<file path="config.mk">
export PLATFORM = sky130hd
export DESIGN_NAME = uart_rx_deser_flat
export DESIGN_NICKNAME = d
export VERILOG_FILES = /design/src/rtl/uart_rx_deser_if.sv /design/src/rtl/uart_rx_deser.sv /design/src/flat_wrapper.sv
export SDC_FILE = /design/constraint.sdc
export NUM_CORES = 1
export LEC_CHECK = 0
export CORE_AREA = 2 2 65 82
export DETAILED_ROUTE_END_ITERATION = 6
export DIE_AREA = 0 0 67 84
export PLACE_DENSITY = 0.61
export RECOVER_POWER = 50
export SKIP_CTS_REPAIR_TIMING = 1
export SYNTH_ARGS = -nofsm -noshare
export SYNTH_HDL_FRONTEND = slang
export SYNTH_SLANG_ARGS = --single-unit
</file>
<file path="constraint.sdc">
create_clock -name CLK -period 7.2 [get_ports CLK]
set_input_delay 1.44 -clock CLK [delete_from_list [all_inputs] [get_ports CLK]]
set_output_delay 1.44 -clock CLK [all_outputs]
set_load 0.05 [all_outputs]
</file>
<file path="src/rtl/uart_rx_deser_if.sv">
// uart_rx_deser_if -- handshake/bus bundle for the UART RX deserializer.
//   master : bit sampler + consumer side (drives strobes, config, ack)
//   slave  : deserializer (drives p_data, data_valid, parity_calc, busy, overrun)
// Signals:
//   clear        synchronous abort of partial frame / overrun / data_valid
//   deser_en     one-cycle strobe, sampled_bit carries a new data bit
//   sampled_bit  serial bit from the sampler
//   data_len     bits per frame (0 or >DATA_WIDTH means DATA_WIDTH)
//   msb_first    0: first bit is LSB, 1: first bit is MSB
//   data_ack     consumer has taken p_data
//   p_data       assembled frame, right-justified
//   data_valid   unconsumed frame present
//   parity_calc  XOR of the frame bits in p_data
//   busy         frame partially received
//   overrun      sticky: frame completed while previous one unacked
interface uart_rx_deser_if #(
   parameter int DATA_WIDTH = 8,
   parameter int LEN_W      = 4
);
   logic                  clear;
   logic                  deser_en;
   logic                  sampled_bit;
   logic [LEN_W-1:0]      data_len;
   logic                  msb_first;
   logic                  data_ack;
   logic [DATA_WIDTH-1:0] p_data;
   logic                  data_valid;
   logic                  parity_calc;
   logic                  busy;
   logic                  overrun;

   modport master (
      output clear, deser_en, sampled_bit, data_len, msb_first, data_ack,
      input  p_data, data_valid, parity_calc, busy, overrun
   );

   modport slave (
      input  clear, deser_en, sampled_bit, data_len, msb_first, data_ack,
      output p_data, data_valid, parity_calc, busy, overrun
   );
endinterface

</file>
<file path="src/rtl/uart_rx_deser.sv">
// uart_rx_deser -- collects one sampled bit per deser_en strobe into a frame
// of 1..DATA_WIDTH bits (length and bit order latched at the first bit), then
// publishes it on a registered p_data with valid/ack handshake, even-parity
// result and a sticky overrun flag.
// Ports:
//   CLK  clock, rising edge
//   RST  asynchronous active-low reset
//   rx   uart_rx_deser_if slave modport (strobes/config/ack in, frame out)
module uart_rx_deser #(
   parameter int DATA_WIDTH = 8,
   parameter int LEN_W      = 4
) (
   input  logic                  CLK,
   input  logic                  RST,
   uart_rx_deser_if.slave        rx
);

   typedef enum logic {IDLE, SHIFT} state_t;

   state_t                state_q, state_d;
   logic [LEN_W-1:0]      cnt_q, cnt_d;
   logic [LEN_W-1:0]      len_q, len_d;
   logic                  msb_q, msb_d;
   logic [DATA_WIDTH-1:0] shreg_q, shreg_d;
   logic                  acc_q, acc_d;
   logic [DATA_WIDTH-1:0] p_data_q, p_data_d;
   logic                  parity_q, parity_d;
   logic                  valid_q, valid_d;
   logic                  ovr_q, ovr_d;

   logic                  start;
   logic [LEN_W-1:0]      eff_len;
   logic [LEN_W-1:0]      frm_len;
   logic                  frm_msb;
   logic [LEN_W-1:0]      cnt_nx;
   logic [LEN_W-1:0]      bit_idx;
   logic [DATA_WIDTH-1:0] sr;
   logic                  acc_nx;

   assign eff_len = (rx.data_len == '0 || rx.data_len > LEN_W'(DATA_WIDTH))
                    ? LEN_W'(DATA_WIDTH) : rx.data_len;

   always_comb begin
      state_d  = state_q;
      cnt_d    = cnt_q;
      len_d    = len_q;
      msb_d    = msb_q;
      shreg_d  = shreg_q;
      acc_d    = acc_q;
      p_data_d = p_data_q;
      parity_d = parity_q;
      valid_d  = valid_q;
      ovr_d    = ovr_q;

      // A bit arriving in IDLE starts a fresh frame: use live config and a
      // cleared accumulator; otherwise continue with the latched frame.
      start   = (state_q == IDLE);
      frm_len = start ? eff_len : len_q;
      frm_msb = start ? rx.msb_first : msb_q;
      cnt_nx  = (start ? '0 : cnt_q) + LEN_W'(1);
      // k = cnt_nx-1; MSB-first lands at N-1-k = N-cnt_nx
      bit_idx = frm_msb ? (frm_len - cnt_nx) : (cnt_nx - LEN_W'(1));
      sr      = start ? '0 : shreg_q;
      for (int i = 0; i < DATA_WIDTH; i++)
         if (bit_idx == LEN_W'(i)) sr[i] = rx.sampled_bit;
      acc_nx  = (start ? 1'b0 : acc_q) ^ rx.sampled_bit;

      if (rx.clear) begin
         state_d = IDLE;
         cnt_d   = '0;
         shreg_d = '0;
         acc_d   = 1'b0;
         valid_d = 1'b0;
         ovr_d   = 1'b0;
      end else begin
         if (rx.data_ack && valid_q) valid_d = 1'b0;
         if (rx.deser_en) begin
            len_d = frm_len;
            msb_d = frm_msb;
            if (cnt_nx == frm_len) begin
               // Completion overrides the ack-clear above: new frame is valid.
               p_data_d = sr;
               parity_d = acc_nx;
               valid_d  = 1'b1;
               if (valid_q && !rx.data_ack) ovr_d = 1'b1;
               state_d  = IDLE;
               cnt_d    = '0;
               shreg_d  = '0;
               acc_d    = 1'b0;
            end else begin
               state_d  = SHIFT;
               cnt_d    = cnt_nx;
               shreg_d  = sr;
               acc_d    = acc_nx;
            end
         end
      end
   end

   always_ff @(posedge CLK or negedge RST) begin
      if (!RST) begin
         state_q  <= IDLE;
         cnt_q    <= '0;
         len_q    <= '0;
         msb_q    <= 1'b0;
         shreg_q  <= '0;
         acc_q    <= 1'b0;
         p_data_q <= '0;
         parity_q <= 1'b0;
         valid_q  <= 1'b0;
         ovr_q    <= 1'b0;
      end else begin
         state_q  <= state_d;
         cnt_q    <= cnt_d;
         len_q    <= len_d;
         msb_q    <= msb_d;
         shreg_q  <= shreg_d;
         acc_q    <= acc_d;
         p_data_q <= p_data_d;
         parity_q <= parity_d;
         valid_q  <= valid_d;
         ovr_q    <= ovr_d;
      end
   end

   assign rx.p_data      = p_data_q;
   assign rx.parity_calc = parity_q;
   assign rx.data_valid  = valid_q;
   assign rx.busy        = (state_q == SHIFT);
   assign rx.overrun     = ovr_q;

endmodule

</file>
<file path="src/flat_wrapper.sv">
// flat-port wrapper written by rule: the top's interface ports become plain ports
module uart_rx_deser_flat 
#(
   parameter int DATA_WIDTH = 8,
   parameter int LEN_W      = 4
)
  (CLK, RST, rx_clear, rx_deser_en, rx_sampled_bit, rx_data_len, rx_msb_first, rx_data_ack, rx_p_data, rx_data_valid, rx_parity_calc, rx_busy, rx_overrun);
  uart_rx_deser_if #(.DATA_WIDTH(DATA_WIDTH), .LEN_W(LEN_W)) rx_i ();
  input  logic CLK;
  input  logic RST;
  input wire logic [$bits(rx_i.clear)-1:0] rx_clear;
  input wire logic [$bits(rx_i.deser_en)-1:0] rx_deser_en;
  input wire logic [$bits(rx_i.sampled_bit)-1:0] rx_sampled_bit;
  input wire logic [$bits(rx_i.data_len)-1:0] rx_data_len;
  input wire logic [$bits(rx_i.msb_first)-1:0] rx_msb_first;
  input wire logic [$bits(rx_i.data_ack)-1:0] rx_data_ack;
  output wire logic [$bits(rx_i.p_data)-1:0] rx_p_data;
  output wire logic [$bits(rx_i.data_valid)-1:0] rx_data_valid;
  output wire logic [$bits(rx_i.parity_calc)-1:0] rx_parity_calc;
  output wire logic [$bits(rx_i.busy)-1:0] rx_busy;
  output wire logic [$bits(rx_i.overrun)-1:0] rx_overrun;
  assign rx_i.clear = rx_clear;
  assign rx_i.deser_en = rx_deser_en;
  assign rx_i.sampled_bit = rx_sampled_bit;
  assign rx_i.data_len = rx_data_len;
  assign rx_i.msb_first = rx_msb_first;
  assign rx_i.data_ack = rx_data_ack;
  assign rx_p_data = rx_i.p_data;
  assign rx_data_valid = rx_i.data_valid;
  assign rx_parity_calc = rx_i.parity_calc;
  assign rx_busy = rx_i.busy;
  assign rx_overrun = rx_i.overrun;
  uart_rx_deser #(.DATA_WIDTH(DATA_WIDTH), .LEN_W(LEN_W)) u_core (.CLK(CLK), .RST(RST), .rx(rx_i));
endmodule
</file>
Word-level counts from Yosys, hierarchy flattened
Index checks and enable logic that the tools add are counted.
- flip-flop bits (word level): 30
- input bits: 11
- output and inout port bits: 12
- word-level logic and storage cells: 71
- $add $sub $neg: 3
- magnitude comparators: 1
- equal/unequal tests: 8
- muxes and demuxes: 35
- bitwise operators: 2
- reductions and logical operators: 12
- operators by type and width (cell ; count):
    2-to-1 mux 8 bit ; 4
    2-to-1 mux 4 bit ; 7
    2-to-1 mux 1 bit ; 24
    equality test 4 x 3 -> 1 bit (second input constant) ; 4
    equality test 4 x 2 -> 1 bit (second input constant) ; 2
    zero test 4 bit ; 2
    AND reduction 3 bit ; 2
    nonzero test 2 bit ; 3
    adder 4 x 1 -> 4 bit (second input constant) ; 1
    equality test 4 x 1 -> 1 bit (second input constant) ; 1
    equality test 4 bit ; 1
    greater-than comparator 4 bit (second input constant) ; 1
    subtractor 4 x 1 -> 4 bit (second input constant) ; 1
    subtractor 4 bit ; 1
    logical AND 1 bit ; 2
    AND reduction 2 bit ; 1
    zero test 1 bit ; 1
    logical OR 1 bit ; 1
    NOT 1 bit ; 1
    XOR 1 bit ; 1

Longest topological paths before layout
- depth after elaboration: 11
- gate-level depth with buffers: 14
- depth with buffers taken out: 12

Worst setup path before layout
Ideal clock, no wire load.
- kind: input-to-reg
- start point: input port rx_data_len[0]
- end point: register u_core.shreg_q[7]
- library setup time: 0.122 ns
- arrival: 3.645 ns
- required time: 7.078 ns
- path slack: 3.433 ns
- cell stages on the path: 12
- path buffers: 0
- path through: nor3b_1 a21oi_1 ha_1 inv_1 fa_1 xnor2_1 or3b_2 a21oi_1 nand2b_1 o21ba_2 o32ai_2 a32o_1
- word-level cells in the longest chain between the ends: 11
- elaborated cells between the ends (all ways): 13
- those cells by class: 1 x add/sub; 1 x order compare; 2 x eq/ne; 7 x mux; 2 x reduce/logical
- ends and longest elaborated chain (what ; line ; RTL):
    start, declared ; flat_wrapper.sv:14 ; input wire logic [$bits(rx_i.data_len)-1:0] rx_data_len;
    greater-than comparator 4 bit or zero test 4 bit (tied branches) ; uart_rx_deser.sv:40 ; assign eff_len = (rx.data_len == '0 || rx.data_len > LEN_W'(DATA_WIDTH))
    logical OR 1 bit ; uart_rx_deser.sv:40 ;
    2-to-1 mux 4 bit (*) ; uart_rx_deser.sv:41 ; ? LEN_W'(DATA_WIDTH) : rx.data_len;
    2-to-1 mux 4 bit (*) ; uart_rx_deser.sv:58 ; frm_len = start ? eff_len : len_q;
    subtractor 4 bit ; uart_rx_deser.sv:62 ; bit_idx = frm_msb ? (frm_len - cnt_nx) : (cnt_nx - LEN_W'(1));
    2-to-1 mux 4 bit ; uart_rx_deser.sv:62 ;
    equality test 4 x 3 -> 1 bit ; uart_rx_deser.sv:65 ; if (bit_idx == LEN_W'(i)) sr[i] = rx.sampled_bit;
    2-to-1 mux 1 bit ; uart_rx_deser.sv:65 ;
    2-to-1 mux 8 bit (*) ; uart_rx_deser.sv:80 ; if (cnt_nx == frm_len) begin
    2-to-1 mux 8 bit (*) ; uart_rx_deser.sv:77 ; if (rx.deser_en) begin
    2-to-1 mux 8 bit (*) ; uart_rx_deser.sv:68 ; if (rx.clear) begin
    end signal, assigned ; uart_rx_deser.sv:117 ; shreg_q <= shreg_d;
    end, declared ; uart_rx_deser.sv:24 ; logic [DATA_WIDTH-1:0] shreg_q, shreg_d;
Mark *: on every way between the ends. The rest lies on a longest branch, timed or not. The select of a mux whose other input is x is not followed.
A chain may end at the register's enable or synchronous reset.

Worst setup path in the final report
- start point: input port rx_data_len[3]
- end point: register u_core.shreg_q[7]
Same word-level chain as after synthesis.

==> key figures <==
Die
  – Initial Utilization: 0.361
  – Die H: 84 µm
  – Core outline area: 4930 µm²
  – Die width: 67 µm
  – IO Pins: 23
  – Die Area: 5630 µm²
  – Placement row count: 29

CTS
  – Reg clk slew, reported paths: 70 ps
  – CTS tree: yes
  – H-tree depth reported by CTS: 2
  – Num CTS Buffers: 5
  – Clk sinks: 30
  – Root Driver: clkbuf_8
  – Worst skew pair latency: 280 ps
  – Clock Tree Buf Depth: 2

Finish
  – Most frequent cells in the layout: dfrtp_1, nand2_1, clkdlybuf4s50_1, inv_1, a21oi_1
  – N_diodes: 0
  – Layout cells sized above 1: 0.114
  – Synth-to-Final Area Change: 21.4%
  – Final Cell Area: 2160 µm²
  – Post-route insts no fill: 282
  – # nets final: 235
  – Commonest non-fill, non-tap cell in the layout: dfrtp_1

Routing
  – Avg Vias per Cell: 5.22
  – Final wirelength: 3750 µm
  – DR pass1 iterations: 4
  – Post-route DRC: 0
  – Initial DRC count: 58
  – Post-route ant nets: 0
  – Drt wl/cell: 13.3 µm
  – Via count: 1471

Global route
  – Tot GR Track Use: 0.150
  – Met2 Use GR: 0.260
  – Global-route wire length before repair: 6520 µm
  – Met3 usage: 0.0405
  – GRT busiest layer: met2
  – Initial antenna violation count: 0
  – Largest net degree at the start of global routing: 31
  – Total congestion overflow: 0
  – Met1 Usage GRT: 0.179
  – Vias in the first global route: 1403

Timing
  – Hold Fails Final Rpt: 0
  – Max-slew violation count: 31
  – Count of final setup violators: 0
  – Final min period: 4110 ps
  – Total negative slack: 0 ps
  – RSZ-0062 raised after global routing: false
  – Max-slew headroom: -0.0988
  – Clock skew: 3.24 ps
  – Fmax: 243 MHz
  – Hold slack: 485 ps
  – Slew @ Worst Pin: 1650 ps
  – Final period utilization: 0.571

Power and ir drop
  – Comb pwr share: 0.307
  – Net Sw Frac: 0.346
  – Seq pwr share: 0.380
  – Leak pwr: 0.895 nW
  – Sw power: 184 µW
  – Total power: 533 µW
  – Clk pwr share: 0.312
  – Pint: 349 µW
  – Maximum vdd drop: 0.0984 mV
  – Pwr dens: 247 nW/µm²

Critical path
  – Req. time, crit path: 7370 ps
  – Startpoint Class: input port
  – Critical path class: input port to flop
  – WP data arrival: 4270 ps
  – Critical path fanouts, max: 4
  – Setup crit start: rx_data_len[3]
  – CP endpoint kind: flop
  – Worst r2r src: u_core.rx.busy

Placement
  – Placed Cells: 274
  – Buffers added on ports: 22
  – DP HPWL: 2820 µm
  – GPL Wtd Cong: 0.832
  – Area after DPL: 2060 µm²

Min path
  – Min-Delay Path Class: flop to flop
  – Hold path startpoint: u_core.rx.parity_calc

Synth
  – Syn nets: 211
  – Register area share after synthesis: 0.422
  – Mapped Area: 1780 µm²
  – Count of cell types in the netlist: 41
  – Post-synth EDFFs: 0
  – FF+latch count, synth: 30
  – Post-Synthesis Cells: 195
  – Syn avg cell area: 9.12 µm²
  – Warnings from Yosys: 0
  – Top_reg_cell synth: dfrtp_1
  – Ys async rst share: 1.00

Outcome
  – Failing checks: max-capacitance violations, max-slew violations
  – Run status: finished, violations left

Job
  – Max-cap check violation count: 1
==> through the flow <==
| stage | setup slack (ps) | utilization |
|---|---|---|
| finish | 3090 | 0.438 |
| global route | 2890 | 0.438 |
| global placement | 2870 | 0.417 |
| detailed placement | 2810 | 0.417 |
| floorplan | 3430 | - |
| CTS | 3100 | 0.439 |
==> synthesized netlist by cell type (2+ instances only) <==
library cell  instances  area share
inv_1                12       0.025
nand3_1              11       0.031
xor2_1                2      0.0098
clkbuf_1              3      0.0063
nor3_1                3      0.0084
ha_1                  4       0.028
o21ai_0              11       0.031
o21ai_1               6       0.017
a22o_1                4       0.020
mux2i_4               2       0.025
a21oi_1              12       0.034
nor2_1               11       0.023
nor2b_1               2      0.0070
dfrtp_1              30        0.42
or3_1                 3       0.011
o21ba_2               2       0.011
nand2b_1              4       0.014
nand2_1              29       0.061
mux2_2                4       0.025
o211ai_1              8       0.034
mux2i_1               3       0.017
o22ai_1               7       0.025
nor3b_1               2      0.0084
a21o_1                3       0.013
==> registers in the layout, indices dropped and copies added, names as in the netlist, 4 cells and up <==
name and count:
u_core.rx.p_data 8, u_core.len_q 4, u_core.cnt_q 4, u_core.shreg_q 8
==> layout make-up <==
| class | count | area, µm² |
|---|---|---|
| inverter | 13 | 51.3 |
| tap | 62 | 77.6 |
| timing repair buffer | 23 | 224 |
| sequential | 30 | 751 |
| clock buffer | 5 | 68.8 |
| fill | 520 | 2770 |
| clock inverter | 3 | 40.0 |
| multi-input combinational | 146 | 948 |
==> cell families after synthesis <==
family / synth area share
AOI/OAI and AO/OA: 0.205
and+or+nand+nor: 0.198
xor gates and xnor gates: 0.0239
muxes: 0.0675
adders and majority gates: 0.0394
DFF: 0.422
buffers and inverters: 0.0450
==> per-layer routing <==
metal  up-vias  wire (µm)
li1        741          -
met1       708       1710
met2        20       1920
met3         2         97
met4         0         16
met5         -          0
==> critical path: stages <==
cell             delay [ps]
clkdlybuf4s50_1         500
nor3b_1                  60
a21oi_1                 210
ha_1                    180
inv_1                    60
fa_1                    370
xnor2_1                 180
or3b_2                  470
a21oi_1                 190
nand2b_1                 60
o21ba_2                 270
o32ai_2                  80
a32o_1                  210
==> final timing paths <==
check / end / slack, ps / cells past startpoint
setup / recovery: u_core.shreg_q[7] / 3090 / 13
max in group asynchronous: u_core.rx.p_data[3] / 4130 / 2
hold / removal: u_core.rx.parity_calc / 490 / 2
setup reg to reg: u_core.shreg_q[7] / 3780 / 12
min in group asynchronous: u_core.len_q[3] / 2110 / 2
hold reg to reg: u_core.rx.parity_calc / 490 / 2
==> power by group through the flow <==
stage	Sequential [mW]	Clock [mW]	Combinational, mW
4_1_cts	0.203	0.171	0.166
5_1_grt	0.206	0.178	0.180
3_3_place_gp	0.206	0	0.164
6_report	0.203	0.167	0.164
3_5_place_dp	0.206	0	0.166
2_1_floorplan	0.237	0	0.0854
Note: power is estimated with default switching activity, not from simulation.
